`src/rtl/picomips_sw_input_ctrl.sv`:
```
// Debounced push-button capture of the SW word into a first-word-fall-through FIFO for the picoMIPS core.
// Optional auto-repeat while the button is held: define PICOMIPS_AUTO_REPEAT_EN.
module picomips_sw_input_ctrl #(
  parameter int DATA_W          = 8,
  parameter int DEPTH           = 4,
  parameter int DEBOUNCE_CYCLES = 16,
  parameter int REPEAT_CYCLES   = 256
) (
  input  logic                       fastclk,
  input  logic                       reset,
  input  logic                       btn,
  input  logic [DATA_W-1:0]          SW,
  input  logic                       rd_en,
  input  logic                       ovf_clr,
  output logic [DATA_W-1:0]          rd_data,
  output logic                       branch_status,
  output logic [$clog2(DEPTH+1)-1:0] count,
  output logic                       overflow
);

  localparam int CNT_W = $clog2(DEPTH + 1);
  localparam int PTR_W = $clog2(DEPTH);
  localparam int DEB_W = $clog2(DEBOUNCE_CYCLES + 1);
  localparam logic [DEB_W-1:0] DEB_LAST   = DEB_W'(DEBOUNCE_CYCLES - 1);
  localparam logic [CNT_W-1:0] FULL_COUNT = CNT_W'(DEPTH);

  typedef enum logic [1:0] {
    IDLE      = 2'd0,
    DEB_PRESS = 2'd1,
    PRESSED   = 2'd2,
    DEB_REL   = 2'd3
  } state_t;

  logic              btn_meta_reg;
  logic              sbtn_reg;
  logic [DATA_W-1:0] sw_meta_reg;
  logic [DATA_W-1:0] sw_sync_reg;

  state_t            state_reg, state_next;
  logic [DEB_W-1:0]  deb_cnt_reg, deb_cnt_next;
  logic              push;

  logic [DATA_W-1:0] mem [DEPTH];
  logic [PTR_W-1:0]  wr_ptr_reg, rd_ptr_reg, head_next_ptr;
  logic [CNT_W-1:0]  count_reg, count_next;
  logic [DATA_W-1:0] rd_data_reg;
  logic              branch_reg;
  logic              overflow_reg;
  logic              pop, full, do_write, lost;

`ifdef PICOMIPS_AUTO_REPEAT_EN
  localparam int RPT_W = $clog2(REPEAT_CYCLES + 1);
  localparam logic [RPT_W-1:0] RPT_LAST = RPT_W'(REPEAT_CYCLES - 1);
  logic [RPT_W-1:0]  rpt_cnt_reg, rpt_cnt_next;
`endif

  always_ff @(posedge fastclk) begin
    if (!reset) begin
      btn_meta_reg <= 1'b0;
      sbtn_reg     <= 1'b0;
      sw_meta_reg  <= '0;
      sw_sync_reg  <= '0;
    end else begin
      btn_meta_reg <= btn;
      sbtn_reg     <= btn_meta_reg;
      sw_meta_reg  <= SW;
      sw_sync_reg  <= sw_meta_reg;
    end
  end

  always_ff @(posedge fastclk) begin
    if (!reset) begin
      state_reg   <= IDLE;
      deb_cnt_reg <= '0;
    end else begin
      state_reg   <= state_next;
      deb_cnt_reg <= deb_cnt_next;
    end
  end

`ifdef PICOMIPS_AUTO_REPEAT_EN
  always_ff @(posedge fastclk) begin
    if (!reset) rpt_cnt_reg <= '0;
    else        rpt_cnt_reg <= rpt_cnt_next;
  end
`endif

  // One push per accepted press: only the DEB_PRESS -> PRESSED transition (or a repeat tick) pushes.
  always_comb begin
    state_next   = state_reg;
    deb_cnt_next = deb_cnt_reg;
    push         = 1'b0;
`ifdef PICOMIPS_AUTO_REPEAT_EN
    rpt_cnt_next = rpt_cnt_reg;
`endif
    unique case (state_reg)
      IDLE: begin
        if (sbtn_reg) begin
          state_next   = DEB_PRESS;
          deb_cnt_next = DEB_W'(1);
        end
      end
      DEB_PRESS: begin
        if (!sbtn_reg) begin
          state_next = IDLE;
        end else if (deb_cnt_reg == DEB_LAST) begin
          state_next   = PRESSED;
          deb_cnt_next = '0;
          push         = 1'b1;
`ifdef PICOMIPS_AUTO_REPEAT_EN
          rpt_cnt_next = '0;
`endif
        end else begin
          deb_cnt_next = deb_cnt_reg + 1'b1;
        end
      end
      PRESSED: begin
        if (!sbtn_reg) begin
          state_next   = DEB_REL;
          deb_cnt_next = DEB_W'(1);
        end
`ifdef PICOMIPS_AUTO_REPEAT_EN
        else if (rpt_cnt_reg == RPT_LAST) begin
          push         = 1'b1;
          rpt_cnt_next = '0;
        end else begin
          rpt_cnt_next = rpt_cnt_reg + 1'b1;
        end
`endif
      end
      DEB_REL: begin
        if (sbtn_reg) begin
          state_next = PRESSED;
`ifdef PICOMIPS_AUTO_REPEAT_EN
          rpt_cnt_next = '0;
`endif
        end else if (deb_cnt_reg == DEB_LAST) begin
          state_next   = IDLE;
          deb_cnt_next = '0;
        end else begin
          deb_cnt_next = deb_cnt_reg + 1'b1;
        end
      end
      default: begin
        state_next   = IDLE;
        deb_cnt_next = '0;
      end
    endcase
  end

  // A pop frees a slot on the same edge, so push+pop on a full FIFO is not an overflow.
  always_comb begin
    pop           = rd_en && (count_reg != '0);
    full          = (count_reg == FULL_COUNT);
    do_write      = push && (!full || pop);
    lost          = push && full && !pop;
    head_next_ptr = rd_ptr_reg + 1'b1;
    count_next    = count_reg;
    unique case ({do_write, pop})
      2'b10:   count_next = count_reg + 1'b1;
      2'b01:   count_next = count_reg - 1'b1;
      default: count_next = count_reg;
    endcase
  end

  always_ff @(posedge fastclk) begin
    if (reset && do_write) mem[wr_ptr_reg] <= sw_sync_reg;
  end

  always_ff @(posedge fastclk) begin
    if (!reset) begin
      wr_ptr_reg   <= '0;
      rd_ptr_reg   <= '0;
      count_reg    <= '0;
      rd_data_reg  <= '0;
      branch_reg   <= 1'b0;
      overflow_reg <= 1'b0;
    end else begin
      if (do_write) wr_ptr_reg <= wr_ptr_reg + 1'b1;
      if (pop)      rd_ptr_reg <= head_next_ptr;
      count_reg  <= count_next;
      branch_reg <= (count_next != '0);
      // Registered head: next entry on a pop, bypass the incoming word when it becomes the head.
      if (pop) begin
        if (count_reg != CNT_W'(1)) rd_data_reg <= mem[head_next_ptr];
        else if (do_write)          rd_data_reg <= sw_sync_reg;
      end else if (do_write && (count_reg == '0)) begin
        rd_data_reg <= sw_sync_reg;
      end
      if (lost)         overflow_reg <= 1'b1;
      else if (ovf_clr) overflow_reg <= 1'b0;
    end
  end

  assign rd_data       = rd_data_reg;
  assign branch_status = branch_reg;
  assign count         = count_reg;
  assign overflow      = overflow_reg;

endmodule

```
`config.mk`:
```
export PLATFORM = sky130hd
export DESIGN_NAME = picomips_sw_input_ctrl
export DESIGN_NICKNAME = d
export VERILOG_FILES = /design/src/rtl/picomips_sw_input_ctrl.sv
export SDC_FILE = /design/constraint.sdc
export NUM_CORES = 1
export LEC_CHECK = 0
export BUFFER_PORTS_ARGS = -buffer_cell sky130_fd_sc_hd__clkbuf_2
export CAP_MARGIN = 20
export CORE_ASPECT_RATIO = 0.8
export CORE_UTILIZATION = 40
export CTS_CLUSTER_DIAMETER = 50
export DETAILED_ROUTE_END_ITERATION = 12
export PLACE_DENSITY_LB_ADDON = 0.08
export SETUP_SLACK_MARGIN = 0.2
export SLEW_MARGIN = 10
export SYNTH_ARGS = -nofsm -noshare
export SYNTH_HDL_FRONTEND = slang
export SYNTH_SLANG_ARGS = --single-unit
export TNS_END_PERCENT = 1
```
`constraint.sdc`:
```
create_clock -name fastclk -period 2.6 [get_ports fastclk]
set_input_delay 0 -clock fastclk [delete_from_list [all_inputs] [get_ports fastclk]]
set_output_delay 0 -clock fastclk [all_outputs]
set_load 0.02 [all_outputs]
```
==> results.md, run 1 <==
* Post-route core utilization at about 49%
* Overall die area at about 0.0079 sq mm
* Setup Crit Path Kind: reg2reg
* Slowest CP cell: or2_1
* Crit path buffers/inverters at 0
* Most common library cell in the layout ignoring fill and taps: dfxtp_1
* Total setup violations reported at the end of the flow at 0
* PnR worst setup slack at slightly below 400 ps
* Total Power at between 2 and 3 mW
* Iteration-0 DRC Markers at 95
* Result of the run: finished, final reports clean
* Final routed wire length divided by cell count at about 14 microns
* Clk sinks at between 70 and 80
* Category of the worst setup path launch point: flip-flop
* Mean instance size in the synthesized netlist at between 10 and 15 sq um
* Port buffer count at 25
* Power Dens Cells at between 800 and 900 mW/mm^2
* FMAX at approximately 450 MHz
* Arrival time worst endpoint at 2220 ps
* Worst Setup Slack post-DPL at approximately 350 ps
* Die H at ~80 microns
* Highest ir drop seen on vdd at approximately 0.00032 V
* Post-synth net total at 254
* Lkg Pwr at between 1 and 1.5 nW
* Number of endpoints with negative hold slack in the final report at 0
* Number of slew-limit violations in the final report at 0
* Cells along the critical path: ha_1 -> nand4b_2 -> or2_1 -> nor2_4 -> and3_1
* Synth unique cells at 43
* Placer congestion estimate at around 0.75
* Via count normalized by instance count at roughly 5.0
* Highest fanout seen on the critical path at 10
* Total negative slack at 0 ps
* Yosys warning total at 0
* Setup repair after global routing missed its margin: true
* Setup Skew at between 8 and 9 ps
* Number of antenna violations at the first check in global routing at 0
* Sequential element share of the synthesized area at between 50% and 60%
* First-pass GRT wire length at a little under 9000 microns
* Synth-to-layout area growth at 15.89%
* TritonCTS clock tree: built
* Count of inserted antenna diode cells at 0
* Number of register bits inferred by synthesis at 74
* Top reg by flops: mem
* Number of core rows at 27
* Period utilization at a little under nine tenths
* Final routed DRC violation total at 0
* Routed wire length at 5110 microns
* Synthesized instance count at ~230
* Die X at between 90 and 100 microns
* Top library cells by usage in the layout, fill and taps aside: 42 x dfxtp_1, 32 x edfxtp_1, 26 x and2_1, 25 x clkbuf_2, 16 x nand2_1
* Worst hold path class: in2reg
* Largest buffer count on any clock path at 2
* Initial cell density of the core at 42.63%
* Slew headroom at 63.11%
* Reported max-cap violation count at 0
* Most frequently used flop master after synthesis: dfxtp_1
* Largest register FFs at 32
* Clock tree root buffer cell: clkbuf_8
* Fraction of layout instances using a drive strength above 1 at about a fifth
* Fraction of registers with async set/reset at 0%
* Stage delay of the slowest cell on the critical path at between 400 and 500 ps
* Post-synth design cell area at slightly above 0.003 sq mm
* Required time of the critical path at between 2000 and 3000 ps
* Maximum number of pins on one net before global-route repair at 43
* Worst skew pair latency at 340 ps
* Number of antenna-violating nets in the routed design at 0
* HPWL after detailed placement at between 3000 and 4000 microns
* H-tree level count at 3
* Placeable core region at between 0.007 and 0.008 sq mm
* Largest delay contributor family on the critical path: simple AND/OR/NAND/NOR gates
* Number of cells in the design after placement at 333
* Non-Filler Cell Area, Final at between 0.003 and 0.004 sq mm
* Layout Cells excl Fill at 359
* Number of enable flip-flop cells after synthesis at 32
* Element type at the critical path end: flip-flop
* Least-Margin Pin Slew at 552.6 ps
* Final Hold Slack at around 200 ps
* Vias in the first global route at 1,727
* Via count at 1,784
* Count of nets after finishing at 289
* Drt pass-1 iters at 4
* Standard cell area after detailed placement at around 0.0032 sq mm
* Clock buffer count from CTS at 9
* Total global routing overflow at 0
* Global router's overall resource usage at roughly 15%
* Clock-pin transition on the worst setup and hold timing paths at 80 ps
* I/O pins at 26
* Minimum clock period at between 2000 and 2500 ps
-- synthesized netlist by cell type, types with 3 or more instances --
library cell  count  area share, %
mux2i_1          11            3.6
o21ai_0           4           0.66
nor2b_1           3           0.62
o211a_1           8            2.6
and2_1           26            5.4
buf_2             5           0.83
nand3_1           4           0.66
xnor2_1           4            1.2
clkbuf_1          6           0.74
a21oi_1           3           0.50
and3_1            5            1.0
mux4_2            8            6.0
dfxtp_1          42             28
nor2_1            6           0.74
ha_1              9            3.7
xor2_1            3           0.87
nand2_1          16            2.0
inv_1             6           0.74
edfxtp_1         32             32
-- layer usage --
metal / up-vias / share of wire (%) / routed length [microns] / GRT usage (%)
li1: 903 / - / - / -
met1: 822 / 55 / 2808 / 21.96
met2: 53 / 38 / 1921 / 19.10
met4: 0 / 1.5 / 77 / 6.912
met5: - / 0 / 0 / 0
met3: 6 / 5.9 / 303 / 5.166
-- repair_timing --
action | in CTS | in global routing
resized for setup | 0 | 1
endpoints found under the setup margin | 0 | 16
hold buffers | 10 | 0
buffers inserted | 0 | 0
endpoints found under the hold margin | 10 | 0
-- cell type report --
cell class / count / area (sq um)
clock buffers: 9 / 123.9
repair buffers: 37 / 240.2
fillers: 626 / 3590
flip-flops and latches: 74 / 1802
clock inverters: 7 / 76.32
multi-input cells: 139 / 1131
well taps: 87 / 108.9
inverters: 6 / 22.52
-- worst paths after layout --
path / slack (ps) / start / depth (start not counted) / to
setup reg to reg: 390 / deb_cnt_reg[0] / 5 / mem[1][3]
setup / recovery: 390 / deb_cnt_reg[0] / 5 / mem[1][3]
hold reg to reg: 440 / sw_meta_reg[1] / 1 / sw_sync_reg[1]
hold / removal: 200 / rd_en / 3 / count[2]
-- worst min-delay path: stages --
cell and delay, ps:
clkbuf_2 220, a211oi_1 110, o21a_1 170
-- where the power goes --
group,internal [mW],total (mW),switching [mW]
registers,1.29,1.38,0.0843
clock network,0.450,0.891,0.441
logic,0.312,0.677,0.365
-- cell families (layout without fill, tap and decap cells) --
group | Yosys count | after routing | share of synthesized area [%]
DFF | 74 | 74 | 59.58
AOI/OAI and AO/OA | 33 | 33 | 8.689
and+or+nand+nor | 71 | 71 | 13.32
adders and majority gates | 9 | 9 | 3.724
xor gates and xnor gates | 7 | 7 | 2.027
buffers and inverters | 19 | 59 | 3.061
muxes | 19 | 19 | 9.599
Power figures use the tool's default switching activity.
==> run 2: changes to the inputs <==
==> constraint.sdc (replaced) <==
create_clock -name fastclk -period 1.9 [get_ports fastclk]
set_input_delay 0 -clock fastclk [delete_from_list [all_inputs] [get_ports fastclk]]
set_output_delay 0 -clock fastclk [all_outputs]
set_load 0.02 [all_outputs]
==> run 2 against run 1 <==
Hold slack worse by 13 ps. Die area unchanged. Worst setup slack worse by 190 ps. Global-route usage up 0.095 points. Core utilization up 3.5 points. Fmax up 30%.
==> results.md, run 2 (synthesis results as in run 1) <==
* Clock-pin transition on the worst setup and hold timing paths at 70 ps (about the same)
* Placer congestion estimate at 0.8056 (+8.1%)
* Drt pass-1 iters at 4 (unchanged)
* Synth-to-layout area growth at 24.04%
* Initial cell density of the core at 42.63% (unchanged)
* Fill cells at 638 (+1.9%)
* Maximum number of pins on one net before global-route repair at 27 (-37%)
* Result of the run: finished, final reports clean
* Via count normalized by instance count at 4.882 (-1.8%)
* Final Hold Slack at 186.3 ps (-12.60 ps)
* Most common library cell in the layout ignoring fill and taps: dfxtp_1
* Number of core rows at 27 (unchanged)
* Overall die area at 0.007914 sq mm (unchanged)
* Arrival time worst endpoint at 1750 ps (-470 ps)
* Total negative slack at 0 ps (unchanged)
* Minimum clock period at 1704 ps (-508.3 ps)
* Reported max-cap violation count at 0 (unchanged)
* Number of endpoints with negative hold slack in the final report at 0 (unchanged)
* Slowest CP cell: dfxtp_2
* Port buffer count at 25 (unchanged)
* Worst R2R Path Depth at 5 (unchanged)
* Top library cells by usage in the layout, fill and taps aside: 38 x dfxtp_1, 32 x edfxtp_1, 26 x and2_1, 25 x clkbuf_2, 16 x nand2_1
* Global router's overall resource usage at 14.97% (+0.095 points)
* Number of cells traversed by the worst hold path at 2 (-1)
* Required time of the critical path at 1950 ps (-660 ps)
* Least-Margin Pin Slew at 439.0 ps (-113.5 ps)
* Number of slew-limit violations in the final report at 0 (unchanged)
* Count of nets after finishing at 303 (+4.8%)
* Count of inserted antenna diode cells at 0 (unchanged)
* Period utilization at 89.70% (+4.6 points)
* Setup Crit Path Kind: reg2reg
* Largest buffer count on any clock path at 2 (unchanged)
* Clock tree root buffer cell: clkbuf_8
* Routed wire length at 5249 microns (+2.7%)
* Clk sinks at 74 (unchanged)
* Number of antenna violations at the first check in global routing at 0 (unchanged)
* Category of the worst setup path launch point: flip-flop
* Slew headroom at 70.73% (+7.6 points)
* Stage delay of the slowest cell on the critical path at 370 ps (-70 ps)
* Area taken by flip-flops and latches at 0.001812 sq mm (+0.56%)
* Clock buffer count from CTS at 9 (unchanged)
* I/O pins at 26 (unchanged)
* Post-route core utilization at 52.87% (+3.5 points)
* Standard cell area after detailed placement at 0.003357 sq mm (+4.8%)
* Highest ir drop seen on vdd at 0.0004145 V (+30%)
* Fraction of layout instances using a drive strength above 1 at 29.37% (+9.2 points)
* Top reg by flops: mem
* First-pass GRT wire length at 8645 microns (-0.48%)
* Cells along the critical path: ha_4 -> nand4b_4 -> or2_4 -> nor2_4 -> and3_4
* Setup Skew at 8.110 ps (-0.1586 ps)
* Worst skew pair latency at 340 ps (about the same)
* Number of antenna-violating nets in the routed design at 0 (unchanged)
* Non-Filler Cell Area, Final at 0.003751 sq mm (+7.0%)
* Die H at 79.77 microns (unchanged)
* Die X at 99.22 microns (unchanged)
* Total setup violations reported at the end of the flow at 0 (unchanged)
* FMAX at 586.8 MHz (+30%)
* Area of combinational cells with multiple inputs at 0.001197 sq mm (+5.9%)
* Placeable core region at 0.007094 sq mm (unchanged)
* Worst hold path class: in2reg
* H-tree level count at 3 (unchanged)
* Setup repair after global routing missed its margin: true
* Element type at the critical path end: flip-flop
* Final routed wire length divided by cell count at 14.07 microns (-1.1%)
* Via count at 1,821 (+2.1%)
* Final routed DRC violation total at 0 (unchanged)
* Total global routing overflow at 0 (unchanged)
* Iteration-0 DRC Markers at 70 (-26%)
* TritonCTS clock tree: built
* Vias in the first global route at 1,695 (-1.9%)
* Highest fanout seen on the critical path at 8 (-2)
* Lkg Pwr at 1.602 nW (+8.5%)
* Largest register FFs at 32 (unchanged)
* HPWL after detailed placement at 3662 microns (+6.6%)
* Power Dens Cells at 1158 mW/mm^2 (+38%)
[run 2: changes by cell type in the layout (fill, tap and decap cells not counted), sizes merged]
cell and delta:
clkbuf +6, bufinv -1, clkinvlp -1, clkinv -2, buf +14, inv -2
[run 2: stage by stage]
step | instances | setup slack [ps] | power [mW]
after global placement | 342 | 101.6 | 2.930
final | 373 | 195.7 | 4.342
after detailed placement | 342 | 55.18 | 2.937
after global routing | 373 | 120.3 | 4.588
after CTS | 370 | 181.9 | 4.321
after floorplan | 232 | 198.4 | 2.709
[run 2: cell type report]
class                   count  share of cell area, %
flip-flops and latches     74                  48.30
multi-input cells         139                  31.92
repair buffers             51                  9.873
clock buffers              15                  6.104
well taps                  87                  2.902
inverters                   6                 0.6671
clock inverters             1                 0.2335
[run 2: worst paths after layout]
kind                  start  slack [ps]         end
max reg2reg  deb_cnt_reg[1]         200   mem[1][2]
min                   reset         190  rd_data[7]
min reg2reg    btn_meta_reg         440    sbtn_reg
max          deb_cnt_reg[1]         200   mem[1][2]
[run 2: timing repair]
action	in CTS	in global routing
hold buffers	10	0
endpoints found under the hold margin	10	0
setup endpoints to repair	44	43
resized for setup	1	1
buffers inserted	2	3
pin swaps	3	1
[run 2: where the power goes]
part,switching [mW],internal (mW),total [mW]
sequential,0.116,1.78,1.90
combinational,0.537,0.576,1.11
clock,0.551,0.779,1.33
total,1.20,3.14,4.34
[run 2: routing by layer]
metal  up-vias  part of all wire [%]  track usage (%)  routed length [microns]
met5         -                     0                0                        0
met4         0                   1.3            7.059                       66
met3         4                   4.9            5.604                      256
met2        43                    39            19.24                     2059
met1       840                    55            21.81                     2865
li1        934                     -                -                        -
[run 2: critical path, delay by kind of cell (launching register included)]
family	cells	cell delay [ps]
AND/OR/NAND/NOR	4	880
flip-flops	1	370
adder cells (fa/ha/maj)	1	170
